--- src/rtl/mbed_fifo_drain.sv ---
`default_nettype none
// ============================================================================
// Module      : mbed_fifo_drain
// Description : Pops one FIFO word per synchronised MBED ready edge and shifts
//               it out as SPI master (mode 0), capturing the MISO word.
// Revision    : 1.0 - initial release
// ============================================================================
module mbed_fifo_drain #(
    parameter int DBITS       = 16,
    parameter int CLK_DIV     = 4,
    parameter int SYNC_STAGES = 2
) (
    input  logic             SYS_CLK,
    input  logic             RST_n,
    input  logic             MBED_RDY,
    input  logic             FIFO_EMPTY,
    input  logic [DBITS-1:0] FIFO_DOUT,
    output logic             FIFO_RD,
    input  logic             MISO,
    output logic             MOSI,
    output logic             SCK,
    output logic             CSbar,
    output logic             BUSY,
    output logic             FIN,
    output logic [DBITS-1:0] MISO_DATA,
    output logic [15:0]      WORD_COUNT
);

    localparam int c_cnt_w = (CLK_DIV > 1) ? $clog2(CLK_DIV) : 1;
    localparam int c_bit_w = $clog2(DBITS);
    localparam logic [c_cnt_w-1:0] c_div_last = c_cnt_w'(CLK_DIV - 1);
    localparam logic [c_cnt_w-1:0] c_cnt_one  = c_cnt_w'(1);
    localparam logic [c_bit_w-1:0] c_bit_last = c_bit_w'(DBITS - 1);
    localparam logic [c_bit_w-1:0] c_bit_one  = c_bit_w'(1);

    typedef enum logic [2:0] {
        S_IDLE     = 3'd0,
        S_LOAD     = 3'd1,
        S_CS_SETUP = 3'd2,
        S_SHIFT    = 3'd3,
        S_DONE     = 3'd4
    } state_t;

    state_t                 r_state;
    state_t                 w_state_nxt;
    logic [SYNC_STAGES-1:0] r_sync;
    logic                   r_rdy_d;
    logic                   w_rdy_edge;
    logic [c_cnt_w-1:0]     r_cnt;
    logic [c_bit_w-1:0]     r_bit;
    logic                   w_tick;
    logic [DBITS-2:0]       r_tx;
    logic [DBITS-1:0]       r_rx;
    logic                   r_fifo_rd;
    logic                   r_mosi;
    logic                   r_sck;
    logic                   r_csbar;
    logic                   r_busy;
    logic                   r_fin;
    logic [DBITS-1:0]       r_miso_data;
    logic [15:0]            r_word_count;

    assign w_rdy_edge = r_sync[SYNC_STAGES-1] & ~r_rdy_d;
    assign w_tick     = (r_cnt == c_div_last);

    always_ff @(posedge SYS_CLK or negedge RST_n) begin
        if (!RST_n) begin
            r_sync  <= '0;
            r_rdy_d <= 1'b0;
        end else begin
            r_sync  <= {r_sync[SYNC_STAGES-2:0], MBED_RDY};
            r_rdy_d <= r_sync[SYNC_STAGES-1];
        end
    end

    always_ff @(posedge SYS_CLK or negedge RST_n) begin
        if (!RST_n) begin
            r_state <= S_IDLE;
        end else begin
            r_state <= w_state_nxt;
        end
    end

    always_comb begin
        w_state_nxt = r_state;
        case (r_state)
            S_IDLE:     if (w_rdy_edge && !FIFO_EMPTY) w_state_nxt = S_LOAD;
            S_LOAD:     w_state_nxt = S_CS_SETUP;
            S_CS_SETUP: if (w_tick) w_state_nxt = S_SHIFT;
            S_SHIFT:    if (w_tick && !r_sck && (r_bit == c_bit_last)) w_state_nxt = S_DONE;
            S_DONE:     w_state_nxt = S_IDLE;
            default:    w_state_nxt = S_IDLE;
        endcase
    end

    // Strobes and chip select are registered from the next state so every
    // output changes on the same edge as the state it belongs to.
    always_ff @(posedge SYS_CLK or negedge RST_n) begin
        if (!RST_n) begin
            r_cnt        <= '0;
            r_bit        <= '0;
            r_tx         <= '0;
            r_rx         <= '0;
            r_fifo_rd    <= 1'b0;
            r_mosi       <= 1'b0;
            r_sck        <= 1'b0;
            r_csbar      <= 1'b1;
            r_busy       <= 1'b0;
            r_fin        <= 1'b0;
            r_miso_data  <= '0;
            r_word_count <= '0;
        end else begin
            r_fifo_rd <= (w_state_nxt == S_LOAD);
            r_busy    <= (w_state_nxt != S_IDLE);
            r_fin     <= (w_state_nxt == S_DONE);
            r_csbar   <= !((w_state_nxt == S_CS_SETUP) || (w_state_nxt == S_SHIFT));
            case (r_state)
                S_LOAD: begin
                    r_tx   <= FIFO_DOUT[DBITS-2:0];
                    r_mosi <= FIFO_DOUT[DBITS-1];
                    r_cnt  <= '0;
                    r_bit  <= '0;
                    r_sck  <= 1'b0;
                end
                S_CS_SETUP: begin
                    if (w_tick) begin
                        r_cnt <= '0;
                        r_sck <= 1'b1;
                        r_rx  <= {r_rx[DBITS-2:0], MISO};
                    end else begin
                        r_cnt <= r_cnt + c_cnt_one;
                    end
                end
                S_SHIFT: begin
                    if (!w_tick) begin
                        r_cnt <= r_cnt + c_cnt_one;
                    end else begin
                        r_cnt <= '0;
                        if (r_sck) begin
                            r_sck  <= 1'b0;
                            r_mosi <= r_tx[DBITS-2];
                            r_tx   <= r_tx << 1;
                        end else if (r_bit != c_bit_last) begin
                            r_bit <= r_bit + c_bit_one;
                            r_sck <= 1'b1;
                            r_rx  <= {r_rx[DBITS-2:0], MISO};
                        end else begin
                            // End of the CS hold phase: publish the frame.
                            r_mosi       <= 1'b0;
                            r_miso_data  <= r_rx;
                            r_word_count <= r_word_count + 16'd1;
                        end
                    end
                end
                default: ;
            endcase
        end
    end

    assign FIFO_RD    = r_fifo_rd;
    assign MOSI       = r_mosi;
    assign SCK        = r_sck;
    assign CSbar      = r_csbar;
    assign BUSY       = r_busy;
    assign FIN        = r_fin;
    assign MISO_DATA  = r_miso_data;
    assign WORD_COUNT = r_word_count;

endmodule
`default_nettype wire

--- config.mk ---
export PLATFORM = sky130hd
export DESIGN_NAME = mbed_fifo_drain
export DESIGN_NICKNAME = d
export VERILOG_FILES = /design/src/rtl/mbed_fifo_drain.sv
export SDC_FILE = /design/constraint.sdc
export NUM_CORES = 1
export LEC_CHECK = 0
export ABC_AREA = 0
export CAP_MARGIN = 0
export CELL_PAD_IN_SITES_DETAIL_PLACEMENT = 0
export CELL_PAD_IN_SITES_GLOBAL_PLACEMENT = 1
export CORE_ASPECT_RATIO = 1.1
export CORE_UTILIZATION = 39
export CTS_CLUSTER_DIAMETER = 40
export CTS_CLUSTER_SIZE = 16
export DETAILED_ROUTE_END_ITERATION = 6
export GPL_ROUTABILITY_DRIVEN = 0
export PLACE_DENSITY = 0.84
export SLEW_MARGIN = 20
export SYNTH_ARGS = -nofsm -noshare
export SYNTH_HDL_FRONTEND = slang
export SYNTH_SLANG_ARGS = --single-unit
--- constraint.sdc ---
create_clock -name SYS_CLK -period 4.3 [get_ports SYS_CLK]
set_clock_uncertainty 0.1 [all_clocks]
set_input_delay 0.86 -clock SYS_CLK [delete_from_list [all_inputs] [get_ports SYS_CLK]]
set_output_delay 0.86 -clock SYS_CLK [all_outputs]
set_load 0.01 [all_outputs]
==> summary.txt <==
Chip height: 99.9 um
Layout cell share with drive strength beyond 1: 0.115
Sequential share of the synthesized area: 0.597
RR Endpoint: WORD_COUNT[15]
Area Overhead vs Synth: 25.6%
First-pass GRT wire length: 10.7 mm
Minimum clock period: 2770 ps
Post-CTS setup buffer count: 0
Total placed cells including tap cells: 460
CP Launch Point: r_state[1]
Post-synth EDFFs: 0
CTS tree: yes
Worst Setup Path Type: register to register
Via density: 4.83
Switching part of the total: 0.286
Ys flop type: dfrtp_1
Nets: 384
Setup crit start kind: register
First-pass DRT Iterations: 4
Routed length per instance: 13.1 um
Crit path cell chain: nand3b_1 -> buf_4 -> or3_4 -> inv_1 -> nand4_1 -> xnor2_1
Fin Setup TNS: 0 ps
CTS Root Cell: clkbuf_8
Async SR Flop Fraction: 1.00
Seq pwr share: 0.486
# IOs: 59
Setup crit end kind: register
Clock power share: 0.277
Pwr Density: 491 nW/um2
Worst VDD drop: 0.260 mV
CTS Buffer Depth: 2
Relative slew slack: 0.439
Area contributors post-synth: dfrtp_1 (59%), nand2_1 (8.4%), mux2_2 (6.3%), mux2i_1 (4.1%), xnor2_1 (3.4%)
Synth Register Bits: 81
DRT iter0 DRCs: 140
Setup crit end: WORD_COUNT[15]
Sink Count: 81
Final setup viols: 0
Total die area: 9090 um2
Core Rows: 35
Slowest cell delay on critical path: 660 ps
Non-Filler Instances: 476
Crit-path max FO: 29
Vias in the first global route: 2,271
Net Switching: 598 uW
Initial Utilization: 0.404
Max-Cap Viols: 0
Worst Max-Slew Pin Slew: 841 ps
R2R setup slack: 1530 ps
Reg clk slew, reported paths: 80 ps
Congestion Overflow GR: 0
Internal power: 1.50 mW
Combinational Power Share: 0.237
GRT Util Overall: 0.149
CP max-delay cell: inv_1
Clk_lat worst skew: 330 ps
Worst EP arrival: 2890 ps
Mean Syn Cell Area: 11.2 um2
Residual DRC: 0
Post-synth top area share: 0.589
Post-DP HPWL: 4.15 mm
Fmax: 362 MHz
Port bufs: 58
Reg2Reg Depth: 6
RSZ-0062 raised after global routing: no
Period utilization: 0.643
CTS Hold Bufs: 0
Syn Nets: 328
Status: finished, final reports clean
# H-tree levels: 3
CP top delay family: buffers and inverters
Die W: 91.0 um
Final Hold Vio Count: 0
Core Region: 8410 um2
Cell taking the most area after synthesis: dfrtp_1
Initial antenna violation count: 0
Max Slew Vio Count: 0
Post-Syn Area: 3400 um2
Crit path required time: 4420 ps
Syn Inst Count: 304
Cts repair resizes: 0
Fillers: 779
Routed via count: 2,301
Largest net degree at the start of global routing: 82
Yosys warns: 0
Leak: 1.93 nW
Post-route ant nets: 0
TritonCTS Buffers: 9
Antenna diodes: 0
Worst min-delay path class: register to register
Final wirelength: 6.24 mm
Count of cell types in the netlist: 35
Critical Path Stages: 6
Crit Reg-Reg Startpoint: r_state[1]
WP buf/inv: 2
## state kept, by name, summed over array words and instances (netlist names), 2 cells and up
register and count:
MISO_DATA 16, r_bit 4, r_cnt 2, WORD_COUNT 16, r_tx 15, r_rx 16
r_state 3, r_sync 2
## how the worst min path moves through the flow
stage                     cells past startpoint  slack (ps)        end      start
after floorplan                               0         230  r_sync[1]  r_sync[0]
after global placement                        0         230  r_sync[1]  r_sync[0]
after detailed placement                      0         240  r_sync[1]  r_sync[0]
after CTS                                     0         250  r_sync[1]  r_sync[0]
after global routing                          0         260  r_sync[1]  r_sync[0]
final                                         0         250  r_sync[1]  r_sync[0]
## layer usage
metal | track usage | up-vias | routed length, um
met5 | 0 | - | 0
met1 | 0.202 | 1101 | 3110
li1 | - | 1140 | -
met3 | 0.0273 | 10 | 267
met2 | 0.237 | 50 | 2760
met4 | 0.0672 | 0 | 99
## kinds of logic (layout without fill, tap and decap cells)
family	count (synthesis)	in the layout	share of synthesized area
muxes	33	33	0.104
and+or+nand+nor	120	120	0.160
AOI/OAI and AO/OA	34	34	0.0622
xor gates and xnor gates	15	15	0.0409
buffers and inverters	18	79	0.0243
DFF	81	81	0.597
adders and majority gates	3	3	0.0111
## per-stage QoR
step	worst slack [ps]	util	power, mW	hold slack, ps	instance area [um2]
2_1_floorplan	2300	-	1.40	231	3400
3_5_place_dp	1480	0.482	1.54	236	4050
5_1_grt	1270	0.508	2.24	265	4270
6_report	1530	0.508	2.09	253	4270
4_1_cts	1480	0.507	2.12	255	4260
3_3_place_gp	1590	0.482	1.52	232	4050
## area by class of cell
type                       count  area [um2]  share of cell area
sequential                    81        2030               0.475
multi-input combinational    205        1290               0.301
timing repair buffer          59         589               0.138
tap                          111         139              0.0325
clock buffer                  10         128              0.0299
clock inverter                 6        82.6              0.0193
inverter                       4        15.0             0.00352
## power groups by stage
stage | Clock [mW] | Sequential (mW) | Combinational (mW)
floorplan | 0 | 1.01 | 0.387
global placement | 0 | 1.03 | 0.491
detailed placement | 0 | 1.03 | 0.503
CTS | 0.600 | 1.02 | 0.504
global route | 0.634 | 1.05 | 0.558
finish | 0.580 | 1.02 | 0.496
## synth_stat cells, types with 3 or more instances
cell type and count:
mux2_2 19, clkbuf_1 7, and3_1 4, dfrtp_1 80, inv_1 4, nand2_1 76, xnor2_1 13, a21oi_1 3
ha_1 3, mux2i_1 14, nor2_1 8, nand4_1 6, nor2b_1 3, buf_2 6, nand2b_1 3, a22o_1 7
nand3_1 9, o21ai_0 19
## layout by cell type, fill, tap and decap left out, types with 2 or more instances in the layout
| cell | synthesis | layout |
|---|---|---|
| clkbuf_8 | 0 | 9 |
| clkdlybuf4s50_1 | 0 | 57 |
| nand2b_1 | 3 | 3 |
| mux2_2 | 19 | 19 |
| a22o_1 | 7 | 7 |
| and4_1 | 2 | 2 |
| a21o_1 | 2 | 2 |
| ha_1 | 3 | 3 |
| nand4_1 | 6 | 6 |
| nand3_1 | 9 | 9 |
| nand2_1 | 76 | 76 |
| nor2b_1 | 3 | 3 |
| xnor2_1 | 13 | 13 |
| bufinv_16 | 0 | 2 |
| nor3_1 | 2 | 2 |
| clkinv_2 | 0 | 3 |
| o21ai_0 | 19 | 19 |
| dfrtp_1 | 80 | 80 |
| nor2_1 | 8 | 8 |
| a21oi_1 | 3 | 3 |
| mux2i_1 | 14 | 14 |
| inv_1 | 4 | 4 |
| and3_1 | 4 | 4 |
## worst reg2reg max path: cells and delay by family, from the launching register on
family | cells | cell delay (ps)
and+or+nand+nor | 3 | 890
DFF | 1 | 590
buffers and inverters | 2 | 910
xor gates and xnor gates | 1 | 180
No activity file was read; power rests on OpenSTA's default activity.
